<file path="src/rtl/apb2axi_pkg.sv">
// Shared types and constants for the APB-to-AXI bridge read-response path.
package apb2axi_pkg;
    localparam int TAG_NUM       = 8;
    localparam int TAG_W         = $clog2(TAG_NUM);
    localparam int MAX_BEATS_NUM = 16;
    localparam int AXI_ID_W      = 4;
    localparam int AXI_DATA_W    = 32;

    localparam logic [1:0] AXI_RESP_OKAY   = 2'b00;
    localparam logic [1:0] AXI_RESP_EXOKAY = 2'b01;
    localparam logic [1:0] AXI_RESP_SLVERR = 2'b10;
    localparam logic [1:0] AXI_RESP_DECERR = 2'b11;

    typedef struct packed {
        logic [TAG_W-1:0]      tag;
        logic [AXI_DATA_W-1:0] data;
        logic [1:0]            resp;
        logic                  last;
    } rdf_entry_t;

    typedef struct packed {
        logic             is_write;
        logic [TAG_W-1:0] tag;
        logic [1:0]       resp;
        logic             error;
        logic [7:0]       num_beats;
    } completion_entry_t;

    localparam int RDF_W        = $bits(rdf_entry_t);
    localparam int COMPLETION_W = $bits(completion_entry_t);

    typedef enum logic {CTX_IDLE, CTX_ACTIVE} ctx_state_e;

    function automatic logic [1:0] resp_max(input logic [1:0] a, input logic [1:0] b);
        return (a > b) ? a : b;
    endfunction
endpackage

</file>
<file path="src/rtl/apb2axi_rresp_collector_if.sv">
// AXI R channel plus RDF / completion-queue push ports of the response collector.
interface apb2axi_rresp_collector_if;
    import apb2axi_pkg::*;

    logic                  r_valid;
    logic                  r_ready;
    logic [AXI_ID_W-1:0]   r_id;
    logic [AXI_DATA_W-1:0] r_data;
    logic [1:0]            r_resp;
    logic                  r_last;
    logic                  rdf_valid;
    logic                  rdf_ready;
    rdf_entry_t            rdf_entry;
    logic                  cq_valid;
    logic                  cq_ready;
    completion_entry_t     cq_entry;
    logic                  proto_err;

    modport slave (
        input  r_valid, r_id, r_data, r_resp, r_last, rdf_ready, cq_ready,
        output r_ready, rdf_valid, rdf_entry, cq_valid, cq_entry, proto_err
    );

    modport master (
        output r_valid, r_id, r_data, r_resp, r_last, rdf_ready, cq_ready,
        input  r_ready, rdf_valid, rdf_entry, cq_valid, cq_entry, proto_err
    );
endinterface

</file>
<file path="src/rtl/apb2axi_rresp_tag_ctx.sv">
// Context of one read tag: burst state, beat count, worst response, sticky error.
// Outputs present the burst summary as it would be with the current beat included.
module apb2axi_rresp_tag_ctx #(
    parameter int MAX_BEATS = apb2axi_pkg::MAX_BEATS_NUM,
    parameter int CNT_W     = $clog2(MAX_BEATS) + 1
) (
    input  logic             clk,
    input  logic             rst,
    input  logic             i_sel,
    input  logic [1:0]       i_resp,
    input  logic             i_last,
    output logic [CNT_W-1:0] o_beats,
    output logic [1:0]       o_worst,
    output logic             o_err,
    output logic             o_ovf
);
    import apb2axi_pkg::*;

    ctx_state_e       r_state, w_state_nxt;
    logic [CNT_W-1:0] r_cnt, w_cnt_nxt;
    logic [1:0]       r_worst, w_worst_nxt;
    logic             r_err, w_err_nxt;
    logic             w_full;

    always_ff @(posedge clk or posedge rst) begin
        if (rst) begin
            r_state <= CTX_IDLE;
            r_cnt   <= '0;
            r_worst <= AXI_RESP_OKAY;
            r_err   <= 1'b0;
        end else begin
            r_state <= w_state_nxt;
            r_cnt   <= w_cnt_nxt;
            r_worst <= w_worst_nxt;
            r_err   <= w_err_nxt;
        end
    end

    always_comb begin
        w_state_nxt = r_state;
        w_cnt_nxt   = r_cnt;
        w_worst_nxt = r_worst;
        w_err_nxt   = r_err;
        w_full      = (r_state == CTX_ACTIVE) && (r_cnt >= CNT_W'(MAX_BEATS));
        o_beats     = (r_state == CTX_ACTIVE) ? r_cnt + 1'b1 : CNT_W'(1);
        o_worst     = resp_max(r_worst, i_resp);
        o_err       = r_err || (i_resp != AXI_RESP_OKAY);
        o_ovf       = i_sel && !i_last && w_full;
        if (i_sel) begin
            if (i_last) begin
                w_state_nxt = CTX_IDLE;
                w_cnt_nxt   = '0;
                w_worst_nxt = AXI_RESP_OKAY;
                w_err_nxt   = 1'b0;
            end else begin
                // an over-long burst keeps counting at the ceiling and is marked bad
                w_state_nxt = CTX_ACTIVE;
                w_cnt_nxt   = w_full ? r_cnt : o_beats;
                w_worst_nxt = o_worst;
                w_err_nxt   = o_err || w_full;
            end
        end
    end
endmodule

</file>
<file path="src/rtl/apb2axi_rresp_collector.sv">
// Collects AXI R beats into the Read Data FIFO and emits one completion per burst.
// Optional APB2AXI_RRESP_STATS_EN adds saturating beat/completion/error counters.
module apb2axi_rresp_collector #(
    parameter int TAG_NUM   = apb2axi_pkg::TAG_NUM,
    parameter int MAX_BEATS = apb2axi_pkg::MAX_BEATS_NUM
) (
    input  logic                      clk,
    input  logic                      rst,
    apb2axi_rresp_collector_if.slave  bus
`ifdef APB2AXI_RRESP_STATS_EN
    ,
    output logic [15:0]               stat_beats,
    output logic [15:0]               stat_cpl,
    output logic [15:0]               stat_err_cpl
`endif
);
    import apb2axi_pkg::*;

    localparam int CNT_W = $clog2(MAX_BEATS) + 1;

    logic                            w_accept;
    logic                            w_last_ok;
    logic                            w_unused_id;
    logic [TAG_W-1:0]                w_tag;
    logic [TAG_NUM-1:0]              w_sel, w_err, w_ovf;
    logic [TAG_NUM-1:0][CNT_W-1:0]   w_beats;
    logic [TAG_NUM-1:0][1:0]         w_worst;

    logic              r_rdf_vld, r_cq_vld, r_perr;
    rdf_entry_t        r_rdf;
    completion_entry_t r_cq;

    assign w_tag       = bus.r_id[TAG_W-1:0];
    assign w_unused_id = ^bus.r_id[AXI_ID_W-1:TAG_W];
    // a last beat also needs room in the completion slot
    assign w_last_ok   = !bus.r_last || !r_cq_vld || bus.cq_ready;
    assign bus.r_ready = (!r_rdf_vld || bus.rdf_ready) && w_last_ok;
    assign w_accept    = bus.r_valid && bus.r_ready;

    for (genvar g = 0; g < TAG_NUM; g++) begin : g_tag
        assign w_sel[g] = w_accept && (w_tag == TAG_W'(g));
        apb2axi_rresp_tag_ctx #(.MAX_BEATS(MAX_BEATS), .CNT_W(CNT_W)) u_ctx (
            .clk     (clk),
            .rst     (rst),
            .i_sel   (w_sel[g]),
            .i_resp  (bus.r_resp),
            .i_last  (bus.r_last),
            .o_beats (w_beats[g]),
            .o_worst (w_worst[g]),
            .o_err   (w_err[g]),
            .o_ovf   (w_ovf[g])
        );
    end

    always_ff @(posedge clk or posedge rst) begin
        if (rst) begin
            r_rdf_vld <= 1'b0;
            r_rdf     <= '0;
            r_cq_vld  <= 1'b0;
            r_cq      <= '0;
            r_perr    <= 1'b0;
        end else begin
            r_perr <= |w_ovf;
            if (w_accept) begin
                r_rdf_vld  <= 1'b1;
                r_rdf.tag  <= w_tag;
                r_rdf.data <= bus.r_data;
                r_rdf.resp <= bus.r_resp;
                r_rdf.last <= bus.r_last;
            end else if (bus.rdf_ready) begin
                r_rdf_vld <= 1'b0;
            end
            if (w_accept && bus.r_last) begin
                r_cq_vld           <= 1'b1;
                r_cq.is_write      <= 1'b0;
                r_cq.tag           <= w_tag;
                r_cq.resp          <= w_worst[w_tag];
                r_cq.error         <= w_err[w_tag];
                r_cq.num_beats     <= 8'(w_beats[w_tag]);
            end else if (bus.cq_ready) begin
                r_cq_vld <= 1'b0;
            end
        end
    end

    assign bus.rdf_valid = r_rdf_vld;
    assign bus.rdf_entry = r_rdf;
    assign bus.cq_valid  = r_cq_vld;
    assign bus.cq_entry  = r_cq;
    assign bus.proto_err = r_perr;

`ifdef APB2AXI_RRESP_STATS_EN
    logic w_cpl;
    assign w_cpl = w_accept && bus.r_last;

    always_ff @(posedge clk or posedge rst) begin
        if (rst) begin
            stat_beats   <= '0;
            stat_cpl     <= '0;
            stat_err_cpl <= '0;
        end else begin
            if (w_accept && (stat_beats != 16'hFFFF))                    stat_beats   <= stat_beats + 1'b1;
            if (w_cpl && (stat_cpl != 16'hFFFF))                         stat_cpl     <= stat_cpl + 1'b1;
            if (w_cpl && w_err[w_tag] && (stat_err_cpl != 16'hFFFF))     stat_err_cpl <= stat_err_cpl + 1'b1;
        end
    end
`endif
endmodule

</file>
<file path="src/flat_wrapper.sv">
// flat-port wrapper written by rule: the top's interface ports become plain ports
module apb2axi_rresp_collector_flat import apb2axi_pkg::*;
#(
    parameter int TAG_NUM   = apb2axi_pkg::TAG_NUM,
    parameter int MAX_BEATS = apb2axi_pkg::MAX_BEATS_NUM
)
  (clk, rst, bus_r_valid, bus_r_id, bus_r_data, bus_r_resp, bus_r_last, bus_rdf_ready, bus_cq_ready, bus_r_ready, bus_rdf_valid, bus_rdf_entry, bus_cq_valid, bus_cq_entry, bus_proto_err);
  apb2axi_rresp_collector_if bus_i ();
  input  logic clk;
  input  logic rst;
  input wire logic [$bits(bus_i.r_valid)-1:0] bus_r_valid;
  input wire logic [$bits(bus_i.r_id)-1:0] bus_r_id;
  input wire logic [$bits(bus_i.r_data)-1:0] bus_r_data;
  input wire logic [$bits(bus_i.r_resp)-1:0] bus_r_resp;
  input wire logic [$bits(bus_i.r_last)-1:0] bus_r_last;
  input wire logic [$bits(bus_i.rdf_ready)-1:0] bus_rdf_ready;
  input wire logic [$bits(bus_i.cq_ready)-1:0] bus_cq_ready;
  output wire logic [$bits(bus_i.r_ready)-1:0] bus_r_ready;
  output wire logic [$bits(bus_i.rdf_valid)-1:0] bus_rdf_valid;
  output wire logic [$bits(bus_i.rdf_entry)-1:0] bus_rdf_entry;
  output wire logic [$bits(bus_i.cq_valid)-1:0] bus_cq_valid;
  output wire logic [$bits(bus_i.cq_entry)-1:0] bus_cq_entry;
  output wire logic [$bits(bus_i.proto_err)-1:0] bus_proto_err;
  assign bus_i.r_valid = bus_r_valid;
  assign bus_i.r_id = bus_r_id;
  assign bus_i.r_data = bus_r_data;
  assign bus_i.r_resp = bus_r_resp;
  assign bus_i.r_last = bus_r_last;
  assign bus_i.rdf_ready = bus_rdf_ready;
  assign bus_i.cq_ready = bus_cq_ready;
  assign bus_r_ready = bus_i.r_ready;
  assign bus_rdf_valid = bus_i.rdf_valid;
  assign bus_rdf_entry = bus_i.rdf_entry;
  assign bus_cq_valid = bus_i.cq_valid;
  assign bus_cq_entry = bus_i.cq_entry;
  assign bus_proto_err = bus_i.proto_err;
  apb2axi_rresp_collector #(.TAG_NUM(TAG_NUM), .MAX_BEATS(MAX_BEATS)) u_core (.clk(clk), .rst(rst), .bus(bus_i));
endmodule
</file>
<file path="config.mk">
export PLATFORM = sky130hd
export DESIGN_NAME = apb2axi_rresp_collector_flat
export DESIGN_NICKNAME = d
export VERILOG_FILES = /design/src/rtl/apb2axi_pkg.sv /design/src/rtl/apb2axi_rresp_collector_if.sv /design/src/rtl/apb2axi_rresp_tag_ctx.sv /design/src/rtl/apb2axi_rresp_collector.sv /design/src/flat_wrapper.sv
export SDC_FILE = /design/constraint.sdc
export NUM_CORES = 1
export LEC_CHECK = 0
export CORE_MARGIN = 1.5
export CORE_UTILIZATION = 55
export CTS_CLUSTER_DIAMETER = 100
export DETAILED_ROUTE_END_ITERATION = 12
export GPL_ROUTABILITY_DRIVEN = 0
export PLACE_DENSITY = 0.8
export SLEW_MARGIN = 20
export SYNTH_ARGS = -nofsm -noshare
export SYNTH_HDL_FRONTEND = slang
export SYNTH_HIERARCHICAL = 1
export SYNTH_SLANG_ARGS = --single-unit
</file>
<file path="constraint.sdc">
create_clock -name clk -period 2.6 [get_ports clk]
set_clock_uncertainty 0.15 [all_clocks]
set_input_delay 0.78 -clock clk [delete_from_list [all_inputs] [get_ports clk]]
set_output_delay 0.78 -clock clk [all_outputs]
set_load 0.005 [all_outputs]
</file>
After elaboration in Yosys (flattened, before gate mapping)

Index checks and enable logic that the tools add are counted.

Add/subtract/negate cells: 8
Eq/ne operators: 15
Reductions and logical operators: 70
Mux-type cells: 59
$lt $le $gt $ge: 17

Operator list:

| operator                                                    | count |
|---|---|
| 2-to-1 mux 5 bit                                            | 25 |
| adder 5 x 1 -> 5 bit (second input constant)                | 8 |
| >= comparator 5 bit (second input constant)                 | 8 |
| logical AND 1 bit                                           | 35 |
| 2-to-1 mux 2 bit                                            | 17 |
| logical OR 1 bit                                            | 19 |
| greater-than comparator 2 bit                               | 8 |
| != test 2 bit (second input constant)                       | 8 |
| AND reduction 2 bit                                         | 8 |
| binary-select mux 5 bit (select 3 bit)                      | 1 |
| 2-to-1 mux 1 bit                                            | 14 |
| == test 3 bit (second input constant)                       | 4 |
| OR reduction 8 bit                                          | 1 |
| binary-select mux 2 bit (select 3 bit)                      | 1 |
| == test 3 x 2 -> 1 bit (second input constant)              | 2 |
| nonzero test 2 bit                                          | 3 |
| less-than comparator 3 x 4 -> 1 bit (second input constant) | 1 |
| binary-select mux 1 bit (select 3 bit)                      | 1 |
| == test 3 x 1 -> 1 bit (second input constant)              | 1 |
| zero test 1 bit                                             | 3 |
| zero test 3 bit                                             | 1 |

Logic and storage cells: 212
Flip-flop bits (word level): 124
Output and inout port bits: 57

Depth between registers and ports, before layout

Gate-level depths: netlist (run 1).

Depth after elaboration: 9
Depth in mapped cells: 8
Gate-level depth less buffers: 8

Modules after synthesis

The synthesis (run 1) kept the hierarchy.

Modules (own cells, without submodules):

| module                  | instances | area an instance (sq um) | cells each |
|---|---|---|---|
| apb2axi_rresp_tag_ctx   | 8         | 556.8                    | 59 |
| apb2axi_rresp_collector | 1         | 2713.9                   | 217 |

Worst setup path after synthesis (run 1)

No wires, ideal clock.

Path kind: input port to output port
Start point: input port bus_rdf_ready
End point: output port bus_r_ready
Arrival time: 1354 ps
Stages on the path: 3
Required time: 1670 ps
Setup slack: 316 ps
Path buffers: 1
Cells stage by stage: nand2b_4 clkbuf_1 and2_1

Cells in the longest elaborated chain, start to end: 2

RTL lines:

| element           | RTL line                      | source |
|---|---|---|
| start, declared   | flat_wrapper.sv:16            | `input wire logic [$bits(bus_i.rdf_ready)-1:0] bus_rdf_ready;` |
| logical OR 1 bit  | apb2axi_rresp_collector.sv:37 | `assign bus.r_ready = (!r_rdf_vld \|\| bus.rdf_ready) && w_last_ok;` |
| logical AND 1 bit | apb2axi_rresp_collector.sv:37 |  |
| end, declared     | flat_wrapper.sv:18            | `output wire logic [$bits(bus_i.r_ready)-1:0] bus_r_ready;` |

Every way passes these cells.

Worst setup path in the final report (run 1)

Ends and elaborated chain as after synthesis.

==> flow_metrics.env, run 1 <==
export IMPL_outcome="completed"
export IMPL_critPathArrivalTime_ns=1.60
export IMPL_irDropWorstVdd_v=0.000548
export IMPL_hp_class="flop to flop"
export IMPL_fp_dieW_um=117
export IMPL_max_freq_ghz=0.395
export IMPL_synth_top_area_cell="dfrtp_1"
export IMPL_clk_latency_ns=0.42
export IMPL_grt_pass1_vias=6114
export IMPL_vias_per_cell=5.77
export IMPL_drtIter0Drc=429
export IMPL_cpMaxStageDelayCell="clkdlybuf4s50_1"
export IMPL_crit_type="input port to output port"
export IMPL_fin_crit_sh_pct=97.3
export IMPL_cts_tree="done"
export IMPL_netlist_top_cells_area="dfrtp_1, mux2_1, ha_1"
export IMPL_regToRegStartpoint="u_core/g_tag[7].u_ctx/r_worst[1]"
export IMPL_initial_core_util_pct=56.6
export IMPL_path_cells="clkdlybuf4s50_1 -> nand2b_4 -> and2_1 -> buf_2"
export IMPL_cts_sinks=124
export IMPL_synth_top_cell_area_share_pct=43.3
export IMPL_slew_violations=0
export IMPL_grt_start_max_net_pins=51
export IMPL_power_density_nw_per_um2=739
export IMPL_worst_slew_pin_slew_ns=0.542
export IMPL_synth_main_ff_cell="dfrtp_1"
export IMPL_dp_hpwl_mm=14.1
export IMPL_cap_violations=0
export IMPL_synth_edf_count=0
export IMPL_crit_start="bus_rdf_ready"
export IMPL_power_mw=7.00
export IMPL_die_h_um=117
export IMPL_slew_headroom_pct=63.9
export IMPL_path_clk_slew_ns=0.05
export IMPL_clk_path_buf_depth=2
export IMPL_hold_ws_ns=0.337
export IMPL_synthCells=689
export IMPL_ioPinCount=101
export IMPL_critPathMaxStageDelay_ns=0.41
export IMPL_syn_area_um2=7170
export IMPL_p_leak_nw=4.37
export IMPL_cp_max_fo=2
export IMPL_rsz0062_at_grt="no"
export IMPL_critPathLaunchType="input port"
export IMPL_min_period_ns=2.53
export IMPL_ant_nets=0
export IMPL_fill_cells=830
export IMPL_first_pass_iters=5
export IMPL_crit_required_ns=1.67
export IMPL_diodes=0
export IMPL_hp_start="u_core/bus.rdf_entry[31]"
export IMPL_stdcell_count=1035
export IMPL_hold_viol_final=0
export IMPL_die_area_um2=13700
export IMPL_htreeDepth=4
export IMPL_layout_drive_gt1_share_pct=18.0
export IMPL_overflow=0
export IMPL_synth_async_reset_ratio_pct=100
export IMPL_seq_area_frac_synth_pct=43.3
export IMPL_yosys_warnings=6
export IMPL_dp_cells=997
export IMPL_syn_area_per_cell_um2=10.4
export IMPL_grt_pass1_wl_mm=31.0
export IMPL_placed_area_um2=8700
export IMPL_final_nets=926
export IMPL_cts_inserted_buffers=17
export IMPL_wl_per_cell_um=18.8
export IMPL_drc=0
export IMPL_port_buffers=95
export IMPL_final_setup_viol_count=0
export IMPL_drt_wl_total_mm=19.5
export IMPL_cp_end_kind="output port"
export IMPL_cts_root_buf="clkbuf_16"
export IMPL_synth_ff_latch_count=124
export IMPL_area_delta_synth_final_pct=32.1
export IMPL_antenna_found_initial=0
export IMPL_fin_area_um2=9470
export IMPL_core_area_um2=12700
export IMPL_grt_usage_pct=30.2
export IMPL_synth_cell_types=45
export IMPL_vias=5977
export IMPL_rows=41
## stage by stage
| stage | setup slack, ns | setup TNS [ns] | utilization, % |
|---|---|---|---|
| final | 0.0712 | 0 | 74.7 |
| after floorplan | 0.316 | 0 | - |
| after global routing | 0.0280 | 0 | 74.7 |
| after detailed placement | -0.637 | -18.68 | 68.7 |
| after global placement | -0.494 | -15.59 | 68.7 |
| after CTS | 0.0576 | 0 | 74.5 |
## layout by cell type, fill, tap and decap left out, drive strengths merged, types with 32 or more instances in the layout
cell           netlist  routed
clkdlybuf4s50        0      89
buf                 29      75
dfrtp              124     124
mux2                47      47
a21oi               40      40
mux2i               40      40
o21ai               32      32
inv                 65      65
ha                  32      32
## cell type report
cell class,count,area [um2],share of cell area (%)
clock buffer,22,494,5.22
clock inverter,10,160,1.69
inverter,65,244,2.58
multi-input combinational,473,3670,38.8
sequential,124,3100,32.8
tap,172,215,2.27
timing repair buffer,169,1580,16.7
## per-layer routing
metal	vias to the layer above	routed length, um	GRT usage, %	share of wire [%]
li1	2777	-	-	-
met1	2988	7960	36.2	41
met2	170	9990	52.3	51
met3	42	936	7.16	4.8
met4	0	569	12.4	2.9
met5	-	0	0	0
## path summary, 6_finish.rpt
kind / end / depth (start not counted) / slack [ns]
worst min register to register: u_core/bus.rdf_entry[31] / 1 / 0.34
worst max-delay path: bus_r_ready / 4 / 0.07
worst max register to register: u_core/bus.cq_entry[9] / 8 / 0.52
worst min-delay path: u_core/bus.rdf_entry[31] / 1 / 0.34
min in group asynchronous: u_core/g_tag[0].u_ctx/r_worst[0] / 2 / 0.89
max in group asynchronous: u_core/g_tag[7].u_ctx/r_state / 2 / 1.08
## cells in the mapped netlist (3+ instances only)
| master | instances |
|---|---|
| nor2b_1 | 10 |
| a22oi_1 | 16 |
| o21ai_2 | 8 |
| nand3_1 | 16 |
| nor2_1 | 27 |
| buf_2 | 18 |
| and2_1 | 10 |
| a32o_2 | 8 |
| a41oi_1 | 16 |
| dfrtp_1 | 124 |
| o21ba_1 | 8 |
| xor2_1 | 8 |
| xnor2_1 | 8 |
| nand2_1 | 28 |
| o22ai_1 | 8 |
| a22o_1 | 24 |
| a31o_1 | 8 |
| inv_1 | 65 |
| mux2_1 | 36 |
| nand2b_1 | 27 |
| o21ai_0 | 24 |
| buf_4 | 9 |
| nor3_1 | 12 |
| nor4_1 | 3 |
| or2_0 | 8 |
| a21oi_1 | 40 |
| and2b_4 | 8 |
| ha_1 | 32 |
| o21bai_1 | 8 |
| mux2_2 | 11 |
| mux2i_1 | 40 |
| o31ai_1 | 8 |
## sequential cells by signal, indices dropped and copies added, names as in the netlist
name and count:
u_core/bus.cq_entry 11, u_core/bus.cq_valid 1, u_core/bus.proto_err 1, u_core/bus.rdf_entry 38, u_core/bus.rdf_valid 1, u_core/g_tag.u_ctx/r_cnt 40
u_core/g_tag.u_ctx/r_err 8, u_core/g_tag.u_ctx/r_state 8, u_core/g_tag.u_ctx/r_worst 16
## power by group
group | switching, mW | total [mW] | internal [mW]
sequential | 0.305 | 2.59 | 2.29
clock | 0.854 | 2.58 | 1.73
combinational | 0.844 | 1.83 | 0.987
## worst max-delay path: cells and delay by family
kind	cells	cell delay (ns)
buf+inv	2	0.53
simple gates	2	0.28
## logic make-up after synthesis
logic type	synth area share, %
AOI/OAI and AO/OA	18.0
and+or+nand+nor	12.1
xor gates and xnor gates	1.96
other	0.0523
DFF	43.3
muxes	13.0
buffers and inverters	6.09
adders and majority gates	5.59
## what timing repair did
action,CTS,global route
pin swaps,3,1
buffers inserted,4,0
hold buffers,0,0
endpoints found under the setup margin,2,7
resized for setup,11,8
cloned,1,1
No activity file was read; power rests on OpenSTA's default activity.
==> inputs of run 2 (changes only) <==
Settings changed: SKIP_LAST_GASP from default to 1, SLEW_MARGIN 20 to default.
==> flow_metrics.env, run 2 (synthesis results as in run 1) <==
export IMPL_outcome="completed"
export IMPL_drc=0
export IMPL_r2r_end="u_core/bus.proto_err"
export IMPL_first_pass_iters=5
export IMPL_overflow=0
export IMPL_mostFrequentLayoutCells="dfrtp_1, clkdlybuf4s50_1, buf_4, inv_1, mux2i_1"
export IMPL_die_h_um=117
export IMPL_cts_tree="done"
export IMPL_initial_core_util_pct=56.6
export IMPL_final_nets=926
export IMPL_critPathLaunchType="input port"
export IMPL_reg2reg_setup_slack_ns=0.53
export IMPL_dp_hpwl_mm=14.1
export IMPL_diodes=0
export IMPL_power_mw=7.01
export IMPL_layout_setup_ws_ns=0.0579
export IMPL_min_period_ns=2.54
export IMPL_rr_worst_depth=10
export IMPL_critPathMaxStageDelay_ns=0.30
export IMPL_fp_dieW_um=117
export IMPL_hold_depth=1
export IMPL_slew_violations=0
export IMPL_clk_latency_ns=0.42
export IMPL_dp_cells=997
export IMPL_grt_pass1_wl_mm=31.0
export IMPL_area_delta_synth_final_pct=32.2
export IMPL_p_leak_nw=4.37
export IMPL_largest_register="u_core/g_tag.u_ctx/r_cnt"
export IMPL_max_freq_ghz=0.393
export IMPL_clk_path_buf_depth=2
export IMPL_cts_root_buf="clkbuf_16"
export IMPL_antenna_found_initial=0
export IMPL_worst_slew_pin_slew_ns=0.550
export IMPL_irDropWorstVdd_v=0.000548
export IMPL_die_area_um2=13700
export IMPL_finalSetupTns_ns=0
export IMPL_hp_start="u_core/bus.rdf_entry[31]"
export IMPL_hold_ws_ns=0.337
export IMPL_power_density_nw_per_um2=740
export IMPL_cap_violations=0
export IMPL_cp_max_fo=6
export IMPL_stdcell_count=1035
export IMPL_rows=41
export IMPL_core_area_um2=12700
export IMPL_slew_headroom_pct=63.3
export IMPL_final_setup_viol_count=0
export IMPL_htreeDepth=4
export IMPL_path_cells="clkdlybuf4s15_1 -> bufbuf_16 -> inv_1 -> buf_4 -> ha_1 -> o21ba_1 -> or2_0 -> o21ai_1 -> mux2i_1 -> a22oi_1 -> a31o_1"
export IMPL_hold_end="u_core/bus.rdf_entry[31]"
export IMPL_dp_slack_ns=-0.637
export IMPL_port_buffers=95
export IMPL_hold_viol_final=0
export IMPL_grt_pass1_vias=6114
export IMPL_cp_end_kind="flop"
export IMPL_cts_inserted_buffers=17
export IMPL_crit_type="input port to flop"
export IMPL_drtIter0Drc=458
export IMPL_rsz0062_at_grt="yes"
export IMPL_hold_buffers=0
export IMPL_grt_start_max_net_pins=51
export IMPL_layout_commonest_cell="dfrtp_1"
export IMPL_layout_drive_gt1_share_pct=17.7
export IMPL_wl_per_cell_um=18.9
export IMPL_fin_crit_sh_pct=97.8
export IMPL_cpMaxStageDelayCell="bufbuf_16"
export IMPL_vias_per_cell=5.79
export IMPL_path_clk_slew_ns=0.06
export IMPL_ioPinCount=101
export IMPL_critPathArrivalTime_ns=2.70
export IMPL_regToRegStartpoint="u_core/bus.cq_valid"
export IMPL_crit_required_ns=2.76
export IMPL_hp_class="flop to flop"
export IMPL_largest_reg_flops=40
export IMPL_ant_nets=0
export IMPL_cts_sinks=124
export IMPL_drt_wl_total_mm=19.5
export IMPL_vias=5996
export IMPL_grt_usage_pct=30.2
==> run 2: changes by cell type in the layout (fill, tap and decap cells not counted) <==
| cell | delta |
|---|---|
| buf_2 | -1 |
| clkdlybuf4s15_1 | +1 |
| nor2_1 | +1 |
| nor2_2 | -1 |
==> run 2: cell type report <==
type | instances | area [um2]
Clock buffer | 22 | 494
Clock inverter | 10 | 160
Fill cell | 829 | 3200
Inverter | 65 | 244
Multi-Input combinational cell | 473 | 3670
Sequential cell | 124 | 3100
Tap cell | 172 | 215
Timing Repair Buffer | 169 | 1590
==> run 2: worst max-delay path: cells and delay by family <==
family	cells	cell delay, ns
AOI/OAI and AO/OA	4	0.67
and+or+nand+nor	1	0.18
muxes	1	0.13
buffers and inverters	4	0.73
adders and majority gates	1	0.21
==> run 2: per-stage QoR <==
| stage | cell area (um2) | util [%] |
|---|---|---|
| 2_1_floorplan | 7180 | - |
| 5_1_grt | 9470 | 74.8 |
| 4_1_cts | 9440 | 74.5 |
| 3_5_place_dp | 8700 | 68.7 |
| 6_report | 9470 | 74.8 |
| 3_3_place_gp | 8700 | 68.7 |
==> run 2: worst max-delay path by stage <==
| stage | cells past startpoint | from | end | slack, ns |
|---|---|---|---|---|
| finish | 11 | bus_r_resp[1] | u_core/bus.cq_entry[9] | 0.06 |
| global route | 11 | bus_r_resp[1] | u_core/bus.cq_entry[9] | -0.06 |
| CTS | 4 | bus_rdf_ready | bus_r_ready | -0.07 |
| detailed placement | 10 | bus_r_resp[1] | u_core/bus.cq_entry[9] | -0.64 |
| global placement | 10 | bus_r_resp[1] | u_core/bus.cq_entry[9] | -0.49 |
| floorplan | 3 | bus_rdf_ready | bus_r_ready | 0.32 |
==> run 2: routing by layer <==
metal  wire length, um  vias to the layer above  global-route usage (%)
met5                 0                        -                       0
met4               565                        0                    12.4
met3              1010                       42                    7.16
met2             10100                      191                    52.3
met1              7920                     2983                    36.2
li1                  -                     2780                       -
==> run 2: power breakdown <==
group / internal, mW / switching [mW] / leakage, nW
Sequential: 2.29 / 0.306 / 1.55
Combinational: 0.986 / 0.846 / 2.50
Clock: 1.73 / 0.858 / 0.310
Total: 5.00 / 2.01 / 4.37
==> run 2: timing repair <==
| action | in CTS | in global routing |
|---|---|---|
| setup endpoints to repair | 2 | 8 |
| cloned | 1 | 1 |
| pin swaps | 3 | 1 |
| setup buffers | 4 | 0 |
| resized for setup | 8 | 8 |
